===== src/rtl/karatsuba_pkg.sv =====
// Shared types and sizes for the Karatsuba multiply-accumulate controller.
package karatsuba_pkg;

  localparam int WIDTH     = 32;
  localparam int HALF      = WIDTH / 2;
  localparam int PROD_W    = 2 * (HALF + 1);
  localparam int ACC_WIDTH = 2 * WIDTH;

  typedef enum logic [2:0] {
    IDLE,
    MUL_HI,
    MUL_LO,
    MUL_MID,
    COMBINE,
    DONE
  } state_t;

endpackage


===== src/rtl/karatsuba_mul17.sv =====
// Combinational unsigned multiplier shared by all three Karatsuba partial products.
module karatsuba_mul17 #(
  parameter int IN_W = karatsuba_pkg::HALF + 1
) (
  input  logic [IN_W-1:0]   i_a,
  input  logic [IN_W-1:0]   i_b,
  output logic [2*IN_W-1:0] o_p
);

  assign o_p = {{IN_W{1'b0}}, i_a} * {{IN_W{1'b0}}, i_b};

endmodule


===== src/rtl/karatsuba_mac_ctrl.sv =====
// Sequential Karatsuba MAC: one shared 17x17 multiplier, three partial products,
// then load/accumulate into a 64-bit accumulator with a sticky carry-out flag.
module karatsuba_mac_ctrl #(
  parameter int WIDTH     = karatsuba_pkg::WIDTH,
  parameter int ACC_WIDTH = karatsuba_pkg::ACC_WIDTH
) (
  input  logic                 clk,
  input  logic                 rst,
  input  logic                 in_valid,
  output logic                 in_ready,
  input  logic [WIDTH-1:0]     a,
  input  logic [WIDTH-1:0]     b,
  input  logic                 acc_en,
  output logic                 out_valid,
  input  logic                 out_ready,
  output logic [ACC_WIDTH-1:0] result,
  output logic                 ovf,
  output logic                 busy
);

  import karatsuba_pkg::*;

  localparam int L_HALF = WIDTH / 2;
  localparam int MUL_W  = L_HALF + 1;
  localparam int PP_W   = 2 * MUL_W;

  state_t r_state, w_state_next;

  logic [L_HALF-1:0]    r_a1, r_a0, r_b1, r_b0;
  logic                 r_acc_en;
  logic [PP_W-1:0]      r_p1, r_p2, r_p3;
  logic [ACC_WIDTH-1:0] r_acc;
  logic                 r_ovf;
  logic                 r_out_valid;

  logic                 w_accept;
  logic [MUL_W-1:0]     w_mul_a, w_mul_b;
  logic [PP_W-1:0]      w_mul_p;
  logic [ACC_WIDTH-1:0] w_mid;
  logic [ACC_WIDTH-1:0] w_prod;
  logic [ACC_WIDTH:0]   w_sum;

  assign in_ready  = (r_state == IDLE) || ((r_state == DONE) && out_ready);
  assign w_accept  = in_valid && in_ready;
  assign busy      = (r_state != IDLE);
  assign out_valid = r_out_valid;
  assign result    = r_acc;
  assign ovf       = r_ovf;

  // The middle term p3 - p1 - p2 is never negative, so plain wide subtraction is exact.
  assign w_mid  = ACC_WIDTH'(r_p3) - ACC_WIDTH'(r_p1) - ACC_WIDTH'(r_p2);
  assign w_prod = (ACC_WIDTH'(r_p1) << WIDTH) + (w_mid << L_HALF) + ACC_WIDTH'(r_p2);
  assign w_sum  = {1'b0, r_acc} + {1'b0, w_prod};

  always_comb begin
    w_mul_a = '0;
    w_mul_b = '0;
    case (r_state)
      MUL_HI: begin
        w_mul_a = {1'b0, r_a1};
        w_mul_b = {1'b0, r_b1};
      end
      MUL_LO: begin
        w_mul_a = {1'b0, r_a0};
        w_mul_b = {1'b0, r_b0};
      end
      MUL_MID: begin
        w_mul_a = {1'b0, r_a1} + {1'b0, r_a0};
        w_mul_b = {1'b0, r_b1} + {1'b0, r_b0};
      end
      default: ;
    endcase
  end

  karatsuba_mul17 #(.IN_W(MUL_W)) u_mul (
    .i_a (w_mul_a),
    .i_b (w_mul_b),
    .o_p (w_mul_p)
  );

  always_comb begin
    w_state_next = r_state;
    case (r_state)
      IDLE:    if (w_accept) w_state_next = MUL_HI;
      MUL_HI:  w_state_next = MUL_LO;
      MUL_LO:  w_state_next = MUL_MID;
      MUL_MID: w_state_next = COMBINE;
      COMBINE: w_state_next = DONE;
      DONE:    if (out_ready) w_state_next = w_accept ? MUL_HI : IDLE;
      default: w_state_next = IDLE;
    endcase
  end

  always_ff @(posedge clk) begin
    if (rst) begin
      r_state     <= IDLE;
      r_a1        <= '0;
      r_a0        <= '0;
      r_b1        <= '0;
      r_b0        <= '0;
      r_acc_en    <= 1'b0;
      r_p1        <= '0;
      r_p2        <= '0;
      r_p3        <= '0;
      r_acc       <= '0;
      r_ovf       <= 1'b0;
      r_out_valid <= 1'b0;
    end else begin
      r_state <= w_state_next;
      // A new operation starts from clean partial products.
      if (w_accept) begin
        r_a1     <= a[WIDTH-1:L_HALF];
        r_a0     <= a[L_HALF-1:0];
        r_b1     <= b[WIDTH-1:L_HALF];
        r_b0     <= b[L_HALF-1:0];
        r_acc_en <= acc_en;
        r_p1     <= '0;
        r_p2     <= '0;
        r_p3     <= '0;
      end
      case (r_state)
        MUL_HI:  r_p1 <= w_mul_p;
        MUL_LO:  r_p2 <= w_mul_p;
        MUL_MID: r_p3 <= w_mul_p;
        COMBINE: begin
          if (r_acc_en) begin
            r_acc <= w_sum[ACC_WIDTH-1:0];
            r_ovf <= r_ovf | w_sum[ACC_WIDTH];
          end else begin
            r_acc <= w_prod;
            r_ovf <= 1'b0;
          end
          r_out_valid <= 1'b1;
        end
        DONE:    if (out_ready) r_out_valid <= 1'b0;
        default: ;
      endcase
    end
  end

endmodule

===== config.mk =====
export PLATFORM = sky130hd
export DESIGN_NAME = karatsuba_mac_ctrl
export DESIGN_NICKNAME = d
export VERILOG_FILES = /design/src/rtl/karatsuba_pkg.sv /design/src/rtl/karatsuba_mul17.sv /design/src/rtl/karatsuba_mac_ctrl.sv
export SDC_FILE = /design/constraint.sdc
export NUM_CORES = 2
export LEC_CHECK = 0
export ABC_AREA = 1
export CAP_MARGIN = 20
export CORE_UTILIZATION = 58
export CTS_CLUSTER_DIAMETER = 30
export DETAILED_ROUTE_END_ITERATION = 6
export PLACE_DENSITY = 0.74
export REMOVE_ABC_BUFFERS = 1
export SLEW_MARGIN = 15
export SYNTH_ARGS = -nofsm -noshare
export SYNTH_HDL_FRONTEND = slang
export SYNTH_SLANG_ARGS = --single-unit

===== constraint.sdc =====
create_clock -name clk -period 8.5 [get_ports clk]
set_input_delay 1.7 -clock clk [delete_from_list [all_inputs] [get_ports clk]]
set_output_delay 1.7 -clock clk [all_outputs]
set_load 0.05 [all_outputs]

* Word-level counts from Yosys, hierarchy flattened
Cells that the tools add are included.
Cells by class: $add $sub $neg 7, mux-type cells 14, shift operators 0, div/mod/pow operators 0, order comparisons 0, bitwise logic cells 1, multipliers 1, equality and inequality tests 7, reduce and logical (&&, ||, !) cells 11
Operators with widths (count):
- 34-bit 2-to-1 mux | 4
- 17-bit case mux with 3 select lines | 2
- 64-bit by 64-bit adder with 65-bit output | 1
- 64-bit by 34-bit adder with 64-bit output | 1
- 64-bit adder | 1
- 64-bit 2-to-1 mux | 1
- 35-bit by 35-bit subtractor with 36-bit output | 1
- 34-bit by 34-bit subtractor with 35-bit output | 1
- 16-bit by 16-bit adder with 17-bit output | 2
- 17-bit by 17-bit multiplier with 34-bit output | 1
- 3-bit case mux with 6 select lines | 1
- 2-bit nonzero test | 4
- 3-bit by 2-bit equality test with 1-bit output, second input constant | 2
- 3-bit equality test, second input constant | 2
- 3-bit 2-to-1 mux | 2
- 2-bit inequality test, second input constant | 2
- 2-bit AND reduction | 2
- 3-bit by 1-bit equality test with 1-bit output, second input constant | 1
- 3-bit zero test | 1
- 1-bit 2-to-1 mux | 3
- 3-bit nonzero test | 1
- 1-bit logical AND | 2
- 1-bit case mux with 2 select lines | 1
- 1-bit logical OR | 1
- 1-bit OR | 1
Word-level totals: memories kept 0, output and inout port bits 68, bits in writable memories 0, bits in registers 236, input port bits 69, bits in read-only memories 0, word-level logic and storage cells 53, bits in latches 0

* Logic depth before layout (Yosys ltp)
depth in word-level cells 7, gate-level depth with buffers 54, mapped depth without buffers 54

* By module
From an unflattened synthesis, not the netlist that was laid out.
Unflattened totals: cells, all modules 4964, area, all modules 32865.3 um^2
Modules (own cells, without submodules):
- karatsuba_mac_ctrl | cells each 3455, area each 22321.4 um^2, instances 1
- karatsuba_mul17 | cells each 1509, area each 10543.9 um^2, instances 1

* Worst setup path before layout
OpenSTA, ideal clock, no wires.
path type register -> register, from register r_a1[0], to register r_p2[26], data arrival time 6.634 ns, path buffers 1, stages on the path, launching flop included 33, data required time 8.368 ns, path slack 1.733 ns, library setup time 0.132 ns, period minus slack after synthesis 6.767 ns, path through dfxtp_1 -> ha_1 -> fa_1 -> a21oi_1 -> nor2_1 -> o21ai_0 -> nand2_1 -> a21oi_1 -> o21ai_0 -> nand2_1 -> buf_4 -> nand2_1 -> fa_1 -> inv_1 -> fa_1 -> inv_1 -> fa_1 -> inv_1 -> fa_1 -> inv_1 -> fa_1 -> inv_1 -> fa_1 -> ha_1 -> a21o_1 -> nand2_1 -> nand2_1 -> a21oi_1 -> nand3_1 -> a21o_1 -> or2_2 -> nand3_1 -> a21oi_1
Between the ends: cells in the longest elaborated chain, start to end 4
RTL lines:
- from (decl) | RTL line karatsuba_mac_ctrl.sv:29 | logic [L_HALF-1:0] r_a1, r_a0, r_b1, r_b0;
- from (signal assigned) | RTL line karatsuba_mac_ctrl.sv:112 | r_a1 <= a[WIDTH-1:L_HALF];
- 16-bit by 16-bit adder with 17-bit output | RTL line karatsuba_mac_ctrl.sv:68 | w_mul_a = {1'b0, r_a1} + {1'b0, r_a0};
- 17-bit case mux with 3 select lines (*) | RTL line karatsuba_mac_ctrl.sv:58 | case (r_state)
- 17-bit by 17-bit multiplier with 34-bit output (*) | RTL line karatsuba_mul17.sv:10 | assign o_p = {{IN_W{1'b0}}, i_a} * {{IN_W{1'b0}}, i_b};
- 34-bit 2-to-1 mux (*) | RTL line karatsuba_mac_ctrl.sv:121 | case (r_state)
- to (signal assigned) | RTL line karatsuba_mac_ctrl.sv:123 | MUL_LO: r_p2 <= w_mul_p;
- to (decl) | RTL line karatsuba_mac_ctrl.sv:31 | logic [PP_W-1:0] r_p1, r_p2, r_p3;
Every way passes the cells marked *; elsewhere a longest branch is shown, timed or not. A chain may end at the register's enable or synchronous reset.

* Worst setup path in the final report
from register r_p1[23], to register r_acc[59] (netlist: result[59])
Between the ends: cells in the longest elaborated chain, start to end 6
RTL lines:
- from (decl) | RTL line karatsuba_mac_ctrl.sv:31
- from (signal assigned) | RTL line karatsuba_mac_ctrl.sv:122 | MUL_HI: r_p1 <= w_mul_p;
- 34-bit by 34-bit subtractor with 35-bit output | RTL line karatsuba_mac_ctrl.sv:51 | assign w_mid = ACC_WIDTH'(r_p3) - ACC_WIDTH'(r_p1) - ACC_WIDTH'(r_p2);
- 35-bit by 35-bit subtractor with 36-bit output | RTL line karatsuba_mac_ctrl.sv:51
- 64-bit adder (*) | RTL line karatsuba_mac_ctrl.sv:52 | assign w_prod = (ACC_WIDTH'(r_p1) << WIDTH) + (w_mid << L_HALF) + ACC_WIDTH'(r_p2);
- 64-bit by 34-bit adder with 64-bit output (*) | RTL line karatsuba_mac_ctrl.sv:52
- 64-bit by 64-bit adder with 65-bit output | RTL line karatsuba_mac_ctrl.sv:53 | assign w_sum = {1'b0, r_acc} + {1'b0, w_prod};
- 64-bit 2-to-1 mux (*) | RTL line karatsuba_mac_ctrl.sv:126 | if (r_acc_en) begin
- to (signal assigned) | RTL line karatsuba_mac_ctrl.sv:127 | r_acc <= w_sum[ACC_WIDTH-1:0];
- to (signal assigned) | RTL line karatsuba_mac_ctrl.sv:130 | r_acc <= w_prod;
- to (decl) | RTL line karatsuba_mac_ctrl.sv:32 | logic [ACC_WIDTH-1:0] r_acc;
Marks and branches as above.

==> flow_summary.yaml <==
clock_tree:
  clk_pin_slew_worst_paths_ns: 0.05
  cts_buffers: 61
  clockBufferDepth: 3
  root_buffer: "clkbuf_16"
  htreeDepth: 2
  clk-insertion-delay-late_ns: 0.64
  ctsHoldBuffers: 0
  clock-sinks: 236
  cts_tree: "yes"
grt:
  grt_pass1_vias: 34300
  track_usage: 0.415
  grt_pass1_wl_um: 190000
  grt_overflow_total: 0
  antenna_found_initial: 0
  grt_start_max_net_pins: 87
die:
  die_width_um: 242
  dieArea_mm2: 0.0586
  rows: 87
  initial_core_util: 0.590
  core_area_mm2: 0.0566
  num_io_pins: 137
  dieHeight_um: 242
drt:
  vias: 35100
  via_per_inst: 5.79
  wirelength_um: 123000
  drt_iter0_drc: 3235
  drc: 0
  ant_nets: 0
  drtPass1Iterations: 6
  wl_per_cell_um: 20.3
worst_hold_path:
  hp-class: "flop to flop"
synth:
  synth_fa_ha_area_frac: 0.275
  ys_seq_area_frac: 0.141
  synth_area_mm2: 0.0334
  synth_cell_type_count: 60
  synth_top_family_by_area: "simple AND/OR/NAND/NOR gates"
  ys_async_sr_fraction: 0
  synth_xor_xnor_area_share: 0.0325
  yosysWarnings: 0
  synthCells: 5148
  yosys.area_share.simple: 0.287
  synthMuxAreaShare: 0
  synth_ff_type: "dfxtp_1"
  synth_compound_area_frac: 0.154
  syn_area_per_cell_um2: 6.49
  synth_edf_count: 0
  ys_seq_elements: 236
setup_path:
  cp_slowest_stage_delay_ns: 0.56
  startpoint_type: "flop"
  cp-end-kind: "flop"
  worstPathMaxFanout: 13
  path_common_cell: "nand2_1"
  cp.arrival_ns: 8.71
  cpMaxStageDelayCell: "o211ai_1"
  crit_required_ns: 9.04
  crit_type: "flop to flop"
sta:
  fin_skew_ns: 0.0302
  fin_crit_ns: 8.17
  tightest_slew_ns: 0.979
  finalHoldViolCount: 0
  fmax_mhz: 122
  finalSetupViolCount: 0
  whs_ns: 0.459
  rsz0062_at_grt: "false"
  post-route-period-util: 0.961
  final.setup.tns_ns: 0
  finalMaxSlewViolations: 0
  max-slew-margin-rel: 0.346
layout:
  area_growth_pct: 12.6
  nFillCells: 5287
  num-nets-final: 5920
  final_layout_size_suffix_gt1_frac: 0.0494
  antenna_cells: 0
placed_design:
  place_congestion: 1.08
  dp_hpwl_um: 100000
  io_buffers: 136
run_status:
  outcome: "finished clean"
flow_run:
  max_cap_viol_count: 0
==> cell usage in the layout (no fill, tap or decap), types with 27 or more instances in the layout <==
master / instances
o21bai_1: 37
xor2_1: 80
nor2_1: 527
ha_1: 359
buf_4: 37
inv_1: 806
clkbuf_16: 61
nand3_1: 282
nand4_1: 45
dfxtp_1: 234
clkdlybuf4s50_1: 135
a21oi_1: 479
xnor2_1: 43
fa_1: 232
o21ai_0: 243
nand2_1: 1335
a21o_1: 27
==> kinds of logic after synthesis <==
| kind of cell | Yosys count |
|---|---|
| AO/OA/AOI/OAI | 915 |
| XOR/XNOR | 124 |
| adder cells (fa/ha/maj) | 595 |
| buffers and inverters | 949 |
| flip-flops | 236 |
| AND/OR/NAND/NOR | 2329 |
==> worst paths after layout <==
kind	start	end	slack [ns]	depth (start not counted)
worst max-delay path	r_p1[23]$_SDFFE_PP0P_	result[59]$_SDFFE_PP0P_	0.33	44
worst min-delay path	out_valid$_SDFFE_PP0P_	out_valid$_SDFFE_PP0P_	0.46	2
worst max register to register	r_p1[23]$_SDFFE_PP0P_	result[59]$_SDFFE_PP0P_	0.33	44
worst min register to register	out_valid$_SDFFE_PP0P_	out_valid$_SDFFE_PP0P_	0.46	2
==> synthesized netlist by cell type, drive strengths merged, types with 41 or more instances <==
cell type	n	area [um2]
nand2	1354	5120
o21bai	41	330
inv	821	3080
xor2	81	709
fa	232	4640
nand3	287	1460
clkbuf	58	218
nand4	45	282
a21oi	492	2510
nor2	555	2150
xnor2	43	377
o21ai	257	1290
buf	69	395
dfxtp	236	4720
ha	363	4540
==> registers in the layout, indices dropped and copies added (netlist names) <==
| signal | cells |
|---|---|
| out_valid | 1 |
| r_b0 | 16 |
| r_state | 3 |
| result | 64 |
| r_p2 | 34 |
| r_acc_en | 1 |
| ovf | 1 |
| r_b1 | 16 |
| r_a0 | 16 |
| r_p3 | 34 |
| r_p1 | 34 |
| r_a1 | 16 |
==> final cells by class <==
| cell class | count | area, um2 | area share |
|---|---|---|---|
| clock inverter | 29 | 428 | 0.0114 |
| sequential | 236 | 4730 | 0.126 |
| multi-input combinational | 3963 | 25100 | 0.666 |
| clock buffer | 86 | 1730 | 0.0460 |
| timing repair buffer | 172 | 1630 | 0.0433 |
| inverter | 822 | 3090 | 0.0821 |
| tap | 756 | 946 | 0.0252 |
==> worst max-delay path: cells and delay by family, from the launching register on <==
family	cells	cell delay [ns]
and+or+nand+nor	29	4.10
adders and majority gates	5	1.93
AOI/OAI and AO/OA	3	0.89
buffers and inverters	6	0.52
DFF	1	0.43
xor gates and xnor gates	1	0.16
==> timing repair <==
item / 4_1_cts / 5_1_grt
endpoints found under the setup margin: 0 / 12
setup buffers: 0 / 2
gates resized for setup: 0 / 16
==> per-layer routing <==
| layer | global-route usage | up-vias | part of all wire |
|---|---|---|---|
| met2 | 0.692 | 1641 | 0.46 |
| met5 | 0 | - | 0 |
| met4 | 0.277 | 0 | 0.075 |
| met1 | 0.497 | 16300 | 0.38 |
| li1 | - | 16700 | - |
| met3 | 0.0605 | 426 | 0.082 |
==> metrics by stage <==
stage / setup slack (ns) / util / cells / instance area [um2]
2_1_floorplan: 0.148 / - / 5021 / 32800
3_3_place_gp: 0.373 / 0.625 / 5947 / 35400
6_report: 0.334 / 0.664 / 6064 / 37600
3_5_place_dp: 0.409 / 0.625 / 5947 / 35400
5_1_grt: 0.00413 / 0.664 / 6064 / 37600
4_1_cts: 0.319 / 0.663 / 6062 / 37500
Power is not shown: default switching activity piles up to over one toggle a cycle in this logic, so the estimate is an artifact.
